## src/rtl/ibex_fetch_arbiter.sv

```systemverilog
// Two-requester instruction-fetch arbiter onto a single req/gnt/rvalid bus.
// Round-robin on ties; an ID FIFO routes in-order responses back to their owners.
module ibex_fetch_arbiter #(
  parameter int unsigned NUM_OUTSTANDING = 2
) (
  input  logic        clk_i,
  input  logic        rst_ni,
  input  logic        a_req_i,
  input  logic [31:0] a_addr_i,
  output logic        a_gnt_o,
  output logic        a_rvalid_o,
  input  logic        b_req_i,
  input  logic [31:0] b_addr_i,
  output logic        b_gnt_o,
  output logic        b_rvalid_o,
  output logic [31:0] rdata_o,
  output logic        err_o,
  output logic        instr_req_o,
  output logic [31:0] instr_addr_o,
  input  logic        instr_gnt_i,
  input  logic        instr_rvalid_i,
  input  logic [31:0] instr_rdata_i,
  input  logic        instr_err_i,
  output logic        busy_o,
  output logic        unexp_rvalid_o
);

  localparam int unsigned PW = (NUM_OUTSTANDING > 1) ? $clog2(NUM_OUTSTANDING) : 1;
  localparam int unsigned CW = $clog2(NUM_OUTSTANDING + 1);
  localparam logic [CW-1:0] FULL = CW'(NUM_OUTSTANDING);
  localparam logic [PW-1:0] LAST_IDX = PW'(NUM_OUTSTANDING - 1);

  typedef enum logic {ARB, HOLD} state_e;

  // Owner encoding: 0 = requester A, 1 = requester B
  state_e                     state_q, state_d;
  logic                       sel_q, sel_d;
  logic                       last_q, last_d;
  logic                       unexp_q, unexp_d;
  logic [CW-1:0]              cnt_q, cnt_d;
  logic [PW-1:0]              wptr_q, wptr_d, rptr_q, rptr_d;
  logic [NUM_OUTSTANDING-1:0] ids_q, ids_d;

  logic pop, push, can_issue, arb_sel, sel, req, head;

  always_ff @(posedge clk_i or negedge rst_ni) begin
    if (!rst_ni) begin
      state_q <= ARB;
      sel_q   <= 1'b0;
      last_q  <= 1'b1;
      unexp_q <= 1'b0;
      cnt_q   <= '0;
      wptr_q  <= '0;
      rptr_q  <= '0;
      ids_q   <= '0;
    end else begin
      state_q <= state_d;
      sel_q   <= sel_d;
      last_q  <= last_d;
      unexp_q <= unexp_d;
      cnt_q   <= cnt_d;
      wptr_q  <= wptr_d;
      rptr_q  <= rptr_d;
      ids_q   <= ids_d;
    end
  end

  // Output / datapath decode; reset gating keeps the bus quiet while rst_ni is low
  always_comb begin
    pop       = instr_rvalid_i & (cnt_q != '0);
    can_issue = (cnt_q != FULL) | pop;
    arb_sel   = (a_req_i & b_req_i) ? ~last_q : (b_req_i & ~a_req_i);
    sel       = (state_q == HOLD) ? sel_q : arb_sel;
    req       = rst_ni & ((state_q == HOLD) | ((a_req_i | b_req_i) & can_issue));
    push      = req & instr_gnt_i;
    head      = ids_q[rptr_q];

    instr_req_o    = req;
    instr_addr_o   = rst_ni ? {(sel ? b_addr_i[31:2] : a_addr_i[31:2]), 2'b00} : 32'h0;
    a_gnt_o        = push & ~sel;
    b_gnt_o        = push & sel;
    a_rvalid_o     = pop & ~head;
    b_rvalid_o     = pop & head;
    rdata_o        = instr_rdata_i;
    err_o          = instr_err_i;
    busy_o         = req | (cnt_q != '0);
    unexp_rvalid_o = unexp_q;
  end

  always_comb begin
    state_d = state_q;
    sel_d   = sel_q;
    last_d  = push ? sel : last_q;
    unexp_d = unexp_q | (instr_rvalid_i & (cnt_q == '0));
    cnt_d   = cnt_q + CW'(push) - CW'(pop);
    wptr_d  = wptr_q;
    rptr_d  = rptr_q;
    ids_d   = ids_q;
    case (state_q)
      ARB: if (req && !instr_gnt_i) begin
        state_d = HOLD;
        sel_d   = sel;
      end
      HOLD: if (instr_gnt_i) state_d = ARB;
      default: state_d = ARB;
    endcase
    if (push) begin
      ids_d[wptr_q] = sel;
      wptr_d = (wptr_q == LAST_IDX) ? '0 : wptr_q + 1'b1;
    end
    if (pop) rptr_d = (rptr_q == LAST_IDX) ? '0 : rptr_q + 1'b1;
  end

endmodule
```

## config.mk

```make
export PLATFORM = sky130hd
export DESIGN_NAME = ibex_fetch_arbiter
export DESIGN_NICKNAME = d
export VERILOG_FILES = /design/src/rtl/ibex_fetch_arbiter.sv
export SDC_FILE = /design/constraint.sdc
export NUM_CORES = 1
export LEC_CHECK = 0
export BUFFER_PORTS_ARGS = -buffer_cell sky130_fd_sc_hd__buf_2
export CAP_MARGIN = 20
export CELL_PAD_IN_SITES_DETAIL_PLACEMENT = 1
export CELL_PAD_IN_SITES_GLOBAL_PLACEMENT = 2
export CORE_MARGIN = 3
export CORE_UTILIZATION = 15
export DETAILED_ROUTE_END_ITERATION = 7
export PLACE_DENSITY_LB_ADDON = 0.1
export SLEW_MARGIN = 20
export SYNTH_ARGS = -nofsm -noshare
export SYNTH_HDL_FRONTEND = slang
export SYNTH_SLANG_ARGS = --single-unit
```

## constraint.sdc

```tcl
create_clock -name clk_i -period 4.3 [get_ports clk_i]
set_clock_uncertainty 0.15 [all_clocks]
set_input_delay 0.43 -clock clk_i [delete_from_list [all_inputs] [get_ports clk_i]]
set_output_delay 0.43 -clock clk_i [all_outputs]
set_load 0.02 [all_outputs]
```

==> results of run 1 <==
==> worst register-to-register path: cells and delay by family, from the launching register on <==
| kind | cells | cell delay (ns) |
|---|---|---|
| flops | 1 | 0.41 |
| buf+inv | 1 | 0.04 |
| xor+xnor | 2 | 0.25 |
| fa+ha+maj | 2 | 0.51 |
| simple gates | 2 | 0.67 |
==> kinds of logic (layout without fill, tap and decap cells) <==
logic type | count (synthesis) | count (layout) | share of synthesized area
simple gates | 74 | 74 | 0.227
other cells | 1 | 3 | 0.00266
mux | 36 | 36 | 0.271
xor+xnor | 4 | 4 | 0.0249
buf+inv | 50 | 113 | 0.249
compound gates | 6 | 6 | 0.0293
fa+ha+maj | 2 | 2 | 0.0178
flops | 10 | 10 | 0.179
==> worst min-delay path by stage <==
stage | start | endpoint | cells past startpoint | slack (ns)
after floorplan | rst_ni | cnt_q[0] | 0 | -0.02
after global placement | unexp_rvalid_o | unexp_rvalid_o | 1 | 0.29
after detailed placement | unexp_rvalid_o | unexp_rvalid_o | 1 | 0.29
after CTS | rst_ni | ids_q[0] | 2 | 0.23
after global routing | rst_ni | rptr_q | 2 | 0.24
final | rst_ni | rptr_q | 2 | 0.17
==> state kept, by name, summed over array words and instances, names as in the netlist <==
name	flops
rptr_q	1
cnt_q	2
wptr_q	1
sel_q	1
last_q	1
state_q	1
ids_q	2
unexp_rvalid_o	1
==> routing by layer <==
metal,global-route usage,vias up,wire length (microns)
li1,-,682,-
met1,0.0979,620,1810
met2,0.139,77,2160
met3,0.0562,16,741
met4,0.0179,0,84
met5,0,-,0
==> power by group <==
group          internal [mW]  switching [mW]
Combinational          0.195           0.239
Sequential             0.137          0.0371
Clock                 0.0808          0.0410
Total                  0.413           0.317
==> final cells by class <==
type / count / area, sq um
fillers: 1129 / 7130
multi-input cells: 124 / 811
repair buffers: 105 / 533
flip-flops and latches: 10 / 251
well taps: 108 / 135
clock buffers: 4 / 55.1
inverters: 4 / 15.0
diodes: 1 / 2.50
==> placed cells by master, fill, tap and decap left out, drive strengths merged <==
cell type	n
a21boi	1
a21o	1
a21oi	1
buf	105
clkbuf	4
conb	2
dfrtp	9
dfstp	1
diode	1
ha	2
inv	4
mux2	4
mux2i	32
nand2	62
nor2	4
nor2b	1
nor3	2
nor4b	2
o21ai	1
o31ai	1
o41ai	1
or3	1
or3b	2
xnor2	4
==> stage by stage <==
stage | utilization | total power [mW] | cell area (sq um) | std cells
after floorplan | - | 0.538 | 1410 | 184
after global placement | 0.195 | 0.625 | 1750 | 351
after detailed placement | 0.195 | 0.623 | 1750 | 351
after CTS | 0.202 | 0.749 | 1800 | 355
after global routing | 0.202 | 0.797 | 1800 | 355
final | 0.202 | 0.730 | 1800 | 356
==> results.md, run 1 <==
- CTS Hold Bufs: 0
- Clock buffer depth: 2
- Critical Path Fanout Max: 19
- CP Buf/Inv Count: 2
- Synth Cell Area: 0.00141 sq mm
- TNS Setup: 0 ns
- CTS resizes: 0
- Area grow syn2layout: 28.0%
- Clk pin slew, worst setup/hold paths: 0.05 ns
- Die width: 103 microns
- Core area: 0.00893 sq mm
- Delay-heaviest family, CP: multiplexers
- Clock Sinks: 10
- Detail Placement HPWL: 4000 microns
- Iteration count of the initial detailed-routing pass: 4
- Final hold slack: 0.175 ns
- RSZ-0062 raised after global routing: false
- Die area: 0.0106 sq mm
- Min-Delay Path Class: input port to asynchronous set/reset pin
- CTS root buf: clkbuf_8
- Top-area cell type share of the netlist area: 0.220
- Type of the worst setup path: register to primary output
- Ys Warns: 0
- Share of cells above drive strength 1: 0.470
- Most frequent cell after synthesis: nand2_1
- Peak supply drop: 0.000108 V
- Setup crit end: instr_addr_o[7]
- R2R cell count: 7
- Number of CTS-inserted buffers: 3
- Nets: 353
- Largest net degree at the start of global routing: 73
- Io pins: 175
- H-tree depth: 1
- # DRC: 0
- DR iter-0 viols: 11
- Final min period: 2.96 ns
- FF-to-FF End: cnt_q[1]
- Critical Path RT: 3.72 ns
- Post-synth EDFFs: 0
- Sequential share of the synthesized area: 0.179
- Max-cap violations: 0
- Vias in the first global route: 1,504
- Syn avg cell area: 7.70 sq um
- WL/cell: 13.5 microns
- CP max stage delay: 0.72 ns
- LEAKAGE: 1.05 nW
- Post-synth ARST share: 1.00
- Starting density of the core: 0.158
- Final period util: 0.689
- Number of port buffers: 102
- Avg Vias per Cell: 3.92
- GP Congestion: 0.662
- Clock latency on the worst-skew pair: 0.24 ns
- Die height: 103 microns
- CP Launch Type: register
- CTS tree: built
- Gate Count Post-Synth: 183
- Worst Path Arrival: 2.38 ns
- Least-Margin Pin Slew: 0.877 ns
- Final setup violation count: 0
- Global route total overflow: 0
- Final hold vios: 0
- Site row count: 34
- R2R setup slack: 2.15 ns
- Vias: 1,395
- Number of synthesized register bits: 10
- RR Startpoint: cnt_q[1]
- Worst setup startpoint: last_q
- Power per cell area: 405 mW/mm^2
- Tot GR Track Use: 0.0868
- Biggest area consumer among synthesized cells: mux2i_1
- Crit path cell chain: a21boi_0 > mux2i_4 > buf_4 > mux2i_1 > buf_2
- Worst Setup End Kind: primary output
- Fmax: 338 MHz
- Critical path's slowest cell: mux2i_4
- Critical Path Stages: 5
- WL final: 4800 microns
- Max-slew headroom: 0.403
- Max Transition Viols Final: 0
- Synth top cells by count: nand2_1 (62), buf_4 (35), mux2i_1 (31)
- ANT nets after route: 0
- Post-CTS Setup Bufs: 0
- Status: complete, no violations
- Synth Flop Type: dfrtp_1
- Pre-CTS WS: 1.50 ns
- Initial antenna violation count: 0
- First-pass GRT wire length: 7460 microns
- Final WS setup: 1.34 ns
- Library cells used by synthesis: 30
- Synth top area cells: mux2i_1 (22%), buf_4 (19%), nand2_1 (17%)
No activity file was read; power rests on OpenSTA's default activity.
==> inputs of run 2 (changes only) <==
Settings changed: ABC_AREA set to 1, CORE_UTILIZATION 15 to 12.
Clock period 4.3 ns to 3 ns, I/O delays scaled along.
==> results.md, run 2 <==
- Die area: 0.0118 sq mm (+12%)
- CTS Hold Bufs: 0 (unchanged)
- Post-synth EDFFs: 0 (unchanged)
- Clock Sinks: 10 (unchanged)
- Vias: 1,433 (+2.7%)
- H-tree depth: 1 (unchanged)
- Vias in the first global route: 1,454 (-3.3%)
- CTS tree: built
- Synth Flop Type: dfrtp_1
- Least-Margin Pin Slew: 0.559 ns (-0.318 ns)
- CTS root buf: clkbuf_8
- Clock power frac: 0.186 (+0.019)
- Worst Hold Depth: 2
- Filler cells: 1,306 (+16%)
- Commonest non-fill, non-tap cells in the layout: buf_2 (102), nor2_1 (66), o21ai_0 (26), nand2_1 (16)
- Final hold vios: 0 (unchanged)
- Synth top area cells: buf_4 (23%), nor2_1 (20%), dfrtp_1 (18%)
- Flop pwr share: 0.250 (+0.011)
- CP Launch Type: register
- Clock latency on the worst-skew pair: 0.23 ns (about the same)
- WL/cell: 12.4 microns (-7.8%)
- Tot Pwr: 0.914 mW (+25%)
- Global route total overflow: 0 (unchanged)
- Worst Setup End Kind: primary output
- Final WS setup: 0.639 ns (-0.699 ns)
- Status: complete, no violations
- Power per cell area: 543 mW/mm^2 (+34%)
- Post-synth ARST share: 1.00 (unchanged)
- Commonest non-fill, non-tap cell in the layout: buf_2
- Largest net degree at the start of global routing: 31 (-58%)
- Max Transition Viols Final: 0 (unchanged)
- Synth top cells by count: nor2_1 (66), buf_4 (38), o21ai_0 (26)
- FF-to-FF End: cnt_q[1]
- Top-area cell type share of the netlist area: 0.225 (+0.00505)
- Core area: 0.0100 sq mm (+12%)
- RR Startpoint: cnt_q[1]
- Ys Warns: 0 (unchanged)
- Synth Cell Area: 0.00127 sq mm (-10%)
- Switching power share of the total: 0.467 (+0.0326)
- Io pins: 175 (unchanged)
- Max-slew headroom: 0.627 (+0.224)
- DR iter-0 viols: 50 (+39)
- Critical Path RT: 2.55 ns (-1.17 ns)
- Site row count: 36 (+5.9%)
- Gate power share: 0.563 (-0.031)
- Avg Vias per Cell: 3.60 (-8.1%)
- R2R setup slack: 1.17 ns (-0.98 ns)
- Final min period: 2.36 ns
- Syn avg cell area: 6.30 sq um (-18%)
- LEAKAGE: 0.942 nW (-11%)
- Pre-CTS WS: 0.818 ns (-0.683 ns)
- Gate Count Post-Synth: 201 (+9.8%)
- Nets: 371 (+5.1%)
- Sequential share of the synthesized area: 0.199 (+0.0201)
- Worst Path Arrival: 1.91 ns (-0.47 ns)
- Final setup violation count: 0 (unchanged)
- Final period util: 0.787
- # DRC: 0 (unchanged)
- Die width: 109 microns (+5.6%)
- CTS resizes: 0 (unchanged)
- Critical Path Fanout Max: 30 (+11)
- Post-CTS Setup Bufs: 0 (unchanged)
- Final core utilization: 0.168 (-0.0335)
- WL final: 4950 microns (+3.1%)
- Library cells used by synthesis: 25 (-17%)
- Max-cap violations: 0 (unchanged)
- ANT nets after route: 0 (unchanged)
- Critical hold path startpoint: instr_rvalid_i
- NetSw: 0.426 mW (+35%)
- Initial antenna violation count: 0 (unchanged)
- Type of the worst setup path: register to primary output
- Clock buffer depth: 2 (unchanged)
- Clk pin slew, worst setup/hold paths: 0.05 ns (about the same)
- Iteration count of the initial detailed-routing pass: 3 (-1)
- Largest registers: cnt_q (2), ids_q (2)
- Hold endpoint: unexp_rvalid_o
- Peak supply drop: 0.000243 V (+120%)
- Die height: 109 microns (+5.6%)
- R2R cell count: 8 (+1)
- Number of CTS-inserted buffers: 3 (unchanged)
- Most frequent cell after synthesis: nor2_1
- Fmax: 424 MHz
- Number of synthesized register bits: 10 (unchanged)
- TNS Setup: 0 ns (unchanged)
- RSZ-0062 raised after global routing: false
- First-pass GRT wire length: 7270 microns (-2.5%)
- Min-Delay Path Class: input port to register
- Detail Placement HPWL: 3880 microns (-2.9%)
- Tot GR Track Use: 0.0784 (-0.00842)
- Ant diodes: 0 (-1)
- GP Congestion: 0.641 (-3.2%)
- Share of cells above drive strength 1: 0.445 (-0.0244)
- Starting density of the core: 0.127 (-0.0311)
- Biggest area consumer among synthesized cells: buf_4
- Area grow syn2layout: 32.9%
- Number of port buffers: 102 (unchanged)
- Int Pwr: 0.487 mW (+18%)
run 2: worst max-delay path by stage:
stage / from / to / slack, ns
final: last_q / instr_addr_o[21] / 0.64
after global routing: last_q / instr_addr_o[2] / 0.38
after CTS: last_q / instr_addr_o[16] / 0.55
after detailed placement: last_q / instr_addr_o[16] / 0.82
after global placement: last_q / instr_addr_o[16] / 0.81
after floorplan: cnt_q[1] / cnt_q[1] / 1.23
run 2: layout make-up:
cell class              instances  area, sq um  area share
clock buffers                   4         55.1      0.0327
inverters                      11         41.3      0.0245
multi-input cells             136          643       0.382
repair buffers                104          526       0.312
flip-flops and latches         10          251       0.149
well taps                     133          166      0.0989
run 2: per-stage QoR:
stage	instances	instance area (sq um)	hold slack (ns)
finish	398	1680	0.144
global route	398	1680	0.158
CTS	398	1680	0.135
detailed placement	394	1630	0.298
global placement	394	1630	0.291
floorplan	202	1270	-0.146
run 2: kinds of logic (layout without fill, tap and decap cells):
kind of cell / count (synthesis) / in the layout / share of synthesized area
xor gates and xnor gates: 3 / 3 / 0.0208
other: 1 / 2 / 0.00296
AOI/OAI and AO/OA: 35 / 35 / 0.154
adders and majority gates: 2 / 2 / 0.0198
buffers and inverters: 56 / 119 / 0.296
and+or+nand+nor: 94 / 94 / 0.307
DFF: 10 / 10 / 0.199
run 2: power groups by stage:
stage | Combinational [mW] | Sequential [mW] | Clock, mW
2_1_floorplan | 0.436 | 0.222 | 0
6_report | 0.514 | 0.229 | 0.170
5_1_grt | 0.595 | 0.238 | 0.188
4_1_cts | 0.532 | 0.231 | 0.179
3_3_place_gp | 0.532 | 0.234 | 0
3_5_place_dp | 0.529 | 0.233 | 0
run 2: critical path, cell delays in order, from the launching register on:
cell	delay, ns
dfstp_2	0.54
a21boi_2	0.06
nand2_2	0.07
nand2_4	0.14
inv_2	0.46
nor2_1	0.09
nor2_1	0.13
buf_2	0.18
run 2: layer usage:
metal | vias to the layer above | routed length, microns | global-route usage
met3 | 2 | 470 | 0.0184
li1 | 722 | - | -
met5 | - | 0 | 0
met4 | 0 | 22 | 0.0207
met2 | 72 | 2150 | 0.127
met1 | 637 | 2310 | 0.105
